**src/rtl/queue_cnt_pkg.sv**
```systemverilog
// Package for the queue_cnt FIFO: width helpers and elaboration-time
// parameter checks shared by the top and its storage sub-module.
package queue_cnt_pkg;

   // Bits needed to hold an occupancy value in 0..n inclusive.
   function automatic int cnt_w(input int n);
      return $clog2(n + 1);
   endfunction

   // Bits needed to address n storage slots (n >= 2, so never zero).
   function automatic int ptr_w(input int n);
      return (n < 2) ? 1 : $clog2(n);
   endfunction

   // Parameter "W": must be a positive width.
   function automatic bit check_param_pos(input int value);
      return value >= 1;
   endfunction

   // Parameter "N": must be at least lo.
   function automatic bit check_param_ge(input int value, input int lo);
      return value >= lo;
   endfunction

   // Parameter "AF": must lie in lo..hi inclusive.
   function automatic bit check_param_range(input int value, input int lo, input int hi);
      return (value >= lo) && (value <= hi);
   endfunction

endpackage

```
**src/rtl/queue_cnt_ram.sv**
```systemverilog
// queue_ram: W x N storage for queue_cnt. One write port (synchronous,
// qualified by clk_en and we) and one asynchronous read port, so the head
// item is visible in the same cycle its slot is addressed. Storage has no
// reset; validity is tracked entirely by the pointers and count in the top.
module queue_ram
   import queue_cnt_pkg::*;
#(
   parameter int W  = 8,
   parameter int N  = 4,
   parameter int AW = 2
) (
   input  logic          clk,
   input  logic          clk_en,
   input  logic          we,
   input  logic [AW-1:0] waddr,
   input  logic [W-1:0]  wdata,
   input  logic [AW-1:0] raddr,
   output logic [W-1:0]  rdata
);

   logic [W-1:0] mem [N];

   // Write the incoming item into its slot on an enabled clock edge.
   always_ff @(posedge clk) begin
      if (clk_en && we) begin
         mem[waddr] <= wdata;
      end
   end

   assign rdata = mem[raddr];

endmodule

```
**src/rtl/queue_cnt.sv**
```systemverilog
// queue_cnt: valid/ready FIFO of any depth N >= 2 with occupancy count,
// registered almost-full flag, synchronous flush and an optional
// empty-bypass path enabled by defining QUEUE_CNT_BYPASS_EN.
//
// Handshake semantics: a transfer happens on a rising clk edge with
// clk_en=1 when valid and ready are both high on that side
// (enq = i_valid && i_ready, deq = o_valid && o_ready). A producer holding
// valid must keep its data stable until ready is seen; ready may depend
// combinationally on the far side's ready (i_ready follows o_ready when
// full) but never on the same side's valid.
module queue_cnt
   import queue_cnt_pkg::*;
#(
   parameter int W  = 8,
   parameter int N  = 4,
   parameter int AF = N - 1
) (
   input  logic                  clk,
   input  logic                  rst_n,
   input  logic                  clk_en,
   input  logic                  flush,
   input  logic                  i_valid,
   output logic                  i_ready,
   input  logic [W-1:0]          i,
   output logic                  o_valid,
   input  logic                  o_ready,
   output logic [W-1:0]          o,
   output logic [cnt_w(N)-1:0]   count,
   output logic                  almost_full
);

   localparam int PW = ptr_w(N);
   localparam int CW = cnt_w(N);

   // Reject illegal configurations at elaboration.
   if (!check_param_pos(W)) begin : g_bad_w
      $error("queue_cnt: W must be >= 1");
   end
   if (!check_param_ge(N, 2)) begin : g_bad_n
      $error("queue_cnt: N must be >= 2");
   end
   if (!check_param_range(AF, 1, N)) begin : g_bad_af
      $error("queue_cnt: AF must be in 1..N");
   end

   logic [PW-1:0] rd_ptr;
   logic [PW-1:0] wr_ptr;
   logic [CW-1:0] count_q;
   logic [CW-1:0] count_next;
   logic          full_q;
   logic          o_valid_q;
   logic          almost_full_q;
   logic          enq;
   logic          deq;
   logic [W-1:0]  ram_rdata;

   // Explicit wrap at N-1 so non-power-of-two depths work.
   function automatic logic [PW-1:0] ptr_inc(input logic [PW-1:0] p);
      return (p == PW'(N - 1)) ? '0 : p + PW'(1);
   endfunction

   // A full FIFO still accepts when the head leaves in the same cycle.
   assign i_ready = (!full_q || o_ready) && !flush;

`ifdef QUEUE_CNT_BYPASS_EN
   logic bypass_act;

   // When empty (and not flushing) the input is presented straight to the
   // output. An accepted pass-through is both an enq and a deq, so both
   // pointers advance together and the FIFO stays empty.
   assign bypass_act = !o_valid_q && !flush;
   assign o_valid    = bypass_act ? i_valid : o_valid_q;
   assign o          = bypass_act ? i : ram_rdata;
`else
   assign o_valid    = o_valid_q;
   assign o          = ram_rdata;
`endif

   assign enq = i_valid && i_ready;
   assign deq = o_valid && o_ready;

   assign count_next  = count_q + CW'(enq) - CW'(deq);
   assign count       = count_q;
   assign almost_full = almost_full_q;

   // Pointer, occupancy and flag update; flush clears everything and wins
   // over any handshake (a deq in that cycle is simply consumed).
   always_ff @(posedge clk or negedge rst_n) begin
      if (!rst_n) begin
         rd_ptr        <= '0;
         wr_ptr        <= '0;
         count_q       <= '0;
         full_q        <= 1'b0;
         o_valid_q     <= 1'b0;
         almost_full_q <= 1'b0;
      end else if (clk_en) begin
         if (flush) begin
            rd_ptr        <= '0;
            wr_ptr        <= '0;
            count_q       <= '0;
            full_q        <= 1'b0;
            o_valid_q     <= 1'b0;
            almost_full_q <= 1'b0;
         end else begin
            if (enq) begin
               wr_ptr <= ptr_inc(wr_ptr);
            end
            if (deq) begin
               rd_ptr <= ptr_inc(rd_ptr);
            end
            count_q       <= count_next;
            full_q        <= (count_next == CW'(N));
            o_valid_q     <= (count_next != '0);
            almost_full_q <= (count_next >= CW'(AF));
         end
      end
   end

   queue_ram #(
      .W  (W),
      .N  (N),
      .AW (PW)
   ) u_ram (
      .clk    (clk),
      .clk_en (clk_en),
      .we     (enq && !flush),
      .waddr  (wr_ptr),
      .wdata  (i),
      .raddr  (rd_ptr),
      .rdata  (ram_rdata)
   );

endmodule

```
**config.mk**
```make
export PLATFORM = sky130hd
export DESIGN_NAME = queue_cnt
export DESIGN_NICKNAME = d
export VERILOG_FILES = /design/src/rtl/queue_cnt_pkg.sv /design/src/rtl/queue_cnt_ram.sv /design/src/rtl/queue_cnt.sv
export SDC_FILE = /design/constraint.sdc
export NUM_CORES = 1
export LEC_CHECK = 0
export ABC_AREA = 1
export ABC_CLOCK_PERIOD_IN_PS = 3270
export BUFFER_PORTS_ARGS = -buffer_cell sky130_fd_sc_hd__buf_2
export CORE_MARGIN = 1
export CORE_UTILIZATION = 44
export CTS_BUF_LIST = sky130_fd_sc_hd__clkbuf_16
export CTS_CLUSTER_DIAMETER = 120
export CTS_CLUSTER_SIZE = 20
export DETAILED_ROUTE_END_ITERATION = 10
export PLACE_DENSITY = 0.72
export SETUP_SLACK_MARGIN = 0.5
export SLEW_MARGIN = 20
export SYNTH_ARGS = -nofsm -noshare
export SYNTH_HDL_FRONTEND = slang
export SYNTH_HIERARCHICAL = 1
export SYNTH_SLANG_ARGS = --single-unit
```
**constraint.sdc**
```tcl
create_clock -name clk -period 3.27 [get_ports clk]
set_input_delay 0.327 -clock clk [delete_from_list [all_inputs] [get_ports clk]]
set_output_delay 0.327 -clock clk [all_outputs]
set_load 0.005 [all_outputs]
```
==> flow_summary.yaml <==
run_status:
  status: "complete, no violations"
timing:
  relSlewSlack_pct: 53.02
  hold_slack_ps: 259.1
  worst_pin_slew_ps: 704.7
  finClkSkew_ps: 2.642
  final.setup.worst_slack_ps: 1093
  hold_violations: 0
  final.setup.tns_ps: 0
  rsz0062_at_grt: "false"
  setup_viol: 0
  drv_slew: 0
  period_needed_ps: 2177
  period_share_pct: 66.59
  max_freq_ghz: 0.4593
yosys:
  synth_edf_count: 32
  synth_cell_types: 22
  seq_area_frac_synth_pct: 61.42
  synth_warnings: 6
  synthXorXnorAreaFrac_pct: 0
  post_synth.cell_area_avg_um2: 9.619
  synth_top_family_by_area: "simple AND/OR/NAND/NOR gates"
  synthAdderAreaFrac_pct: 3.553
  yosysTopAreaCellShare_pct: 48.73
  syn_nets: 224
  yosys.area_share.simple_pct: 20.24
  synth.cell_area_mm2: 0.001972
  netlist_instances: 205
  ys_ff_latch: 42
  yosysTopAreaCell: "edfxtp_1"
  synthArstFlopShare_pct: 23.81
  yosys_most_used_dff: "edfxtp_1"
  synth_compound_area_share_pct: 3.173
  synth_mux_area_share_pct: 0
  synthTopCellsByArea: "edfxtp_1, dfrtp_1, nand2_1"
cells_and_area:
  final_common_cell: "nand2_1"
  synthToLayoutAreaGrowth_pct: 18.65
  ff_latch_area_mm2: 0.001211
  fillCellCount: 364
  drive_gt1_share_pct: 19.50
  mostFrequentLayoutCells: "nand2_1, inv_1, edfxtp_1"
  n_antenna_cell: 0
  nets: 259
  final_area_mm2: 0.002340
  multiInputGateArea_um2: 531.8
setup_path:
  cp-start-kind: "flop"
  path_class: "reg -> reg"
  crit_buf_inv: 3
  required_ps: 3430
  cp.arrival_ps: 2340
  cp_slowest_stage_delay_ps: 510
  slowest_stage: "fa_1"
  crit_fanout: 3
  crit_family: "adder cells"
  r2r_slack_ps: 1090
  crit_path_cell_trace: "inv_1 -> nor2_1 -> nor2_1 -> nand2_1 -> ha_1 -> inv_1 -> ha_1 -> inv_1 -> fa_1 -> nand2_1 -> a22oi_1 -> nand2_1"
  endpoint_kind: "flop"
floorplan:
  pin_count: 28
  die_y_um: 68.95
  dieArea_mm2: 0.004753
  die_x_um: 68.95
  fp-row-count: 23
  initial_core_util_pct: 47.58
  core-area_mm2: 0.004144
power:
  max-vdd-ir-drop_mv: 0.4515
  p_int_uw: 1124
  p_sw_share_pct: 28.16
  p_per_area_mw_per_mm2: 668.6
  comb_power_share_pct: 22.1
  leakage_uw: 0.001156
  p_seq_share_pct: 43.9
  power.switching_uw: 440.5
  clkPwrFrac_pct: 34.0
global_route:
  grt_overflow: 0
  grt_max_degree: 21
  grt_pass1_vias: 1174
  grt.total_usage_pct: 16.03
  grt_pass1_wl_mm: 5.202
  antenna_found_initial: 0
cts:
  cts_setup_buffers: 0
  clk_pin_slew_ps: 60
  htreeDepth: 2
  cts-root-buf: "clkbuf_16"
  cts_buffer_depth: 2
  cts_buffers: 5
  cts_tree: "done"
  cts_hold_buf: 1
  cts_resized: 0
  clk_latency_ps: 270
  clkSinkCount: 42
detailed_routing:
  drt-initial-drc-count: 49
  drt_first_pass_iters: 4
  drt-wirelength-per-cell_um: 11.12
  wl_mm: 3.235
  vias: 1341
  viasPerCell: 4.608
  ant_nets: 0
  drc: 0
placed_design:
  post_dp_cell_area_mm2: 0.002165
  io_buffer_count: 27
  pre_cts_ws_ps: 1082
  dp.final_hpwl_mm: 2.247
  gp_congestion: 0.7777
hold_path:
  holdCritPathClass: "in -> reg"
run:
  cap_violations: 0
layer usage:
metal,vias to the layer above,GRT usage [%],part of all wire [%]
li1,706,-,-
met1,602,19.36,43
met2,31,26.33,52
met3,2,4.934,4.1
met4,0,6.888,0.68
met5,-,0,0
sequential cells by signal, indices dropped and copies added, names as in the netlist:
register,flops
full_q,1
o_valid,1
rd_ptr,2
almost_full,1
wr_ptr,2
u_ram/mem,32
count,3
power groups by stage:
stage               clock (uW)  sequential (uW)  combinational (uW)
floorplan                    0              665                 267
global placement             0              696                 340
detailed placement           0              695                 349
CTS                        539              687                 351
global route               566              697                 407
finish                     532              686                 346
stage by stage:
step,cells,utilization [%],power [uW]
floorplan,205,-,932.0
global placement,282,52.23,1035
detailed placement,282,52.23,1044
CTS,291,56.46,1577
global route,291,56.46,1669
finish,291,56.46,1564
logic make-up (layout without fill, tap and decap cells):
kind of cell               Yosys count  count (layout)
and+or+nand+nor                     95              95
buffers and inverters               55              91
DFF                                 42              42
AOI/OAI and AO/OA                    8               8
adders and majority gates            5               5
final cells by class:
| cell class | instances | area share (%) |
|---|---|---|
| Multi-Input combinational cell | 108 | 22.73 |
| Timing Repair Buffer | 32 | 7.487 |
| Clock buffer | 5 | 5.348 |
| Sequential cell | 42 | 51.76 |
| Tap cell | 50 | 2.674 |
| Inverter | 51 | 8.289 |
| Clock inverter | 3 | 1.711 |
Yosys cell counts (2+ instances only):
cell type,count
buf_6,2
dfrtp_1,10
edfxtp_1,32
ha_1,4
inv_1,47
inv_2,3
nand2_1,62
nand3_1,21
nor2_1,5
nor3_1,5
o21ai_0,3
worst paths after layout:
check / endpoint / cells after the start / from
worst max-delay path: o_valid / 12 / full_q
max in group asynchronous: o_valid / 2 / rst_n
worst min-delay path: u_ram/mem[0][5] / 1 / i[5]
worst min register to register: full_q / 2 / full_q
worst max register to register: o_valid / 12 / full_q
min in group asynchronous: wr_ptr[1] / 2 / rst_n
worst reg2reg max path, stage by stage, from the launching register on:
cell and delay, ps:
dfrtp_1 380, inv_1 60, nor2_1 40, nor2_1 150, nand2_1 100, ha_1 270
inv_1 50, ha_1 120, inv_1 40, fa_1 510, nand2_1 80, a22oi_1 180
nand2_1 70
No activity file was read; power rests on OpenSTA's default activity.
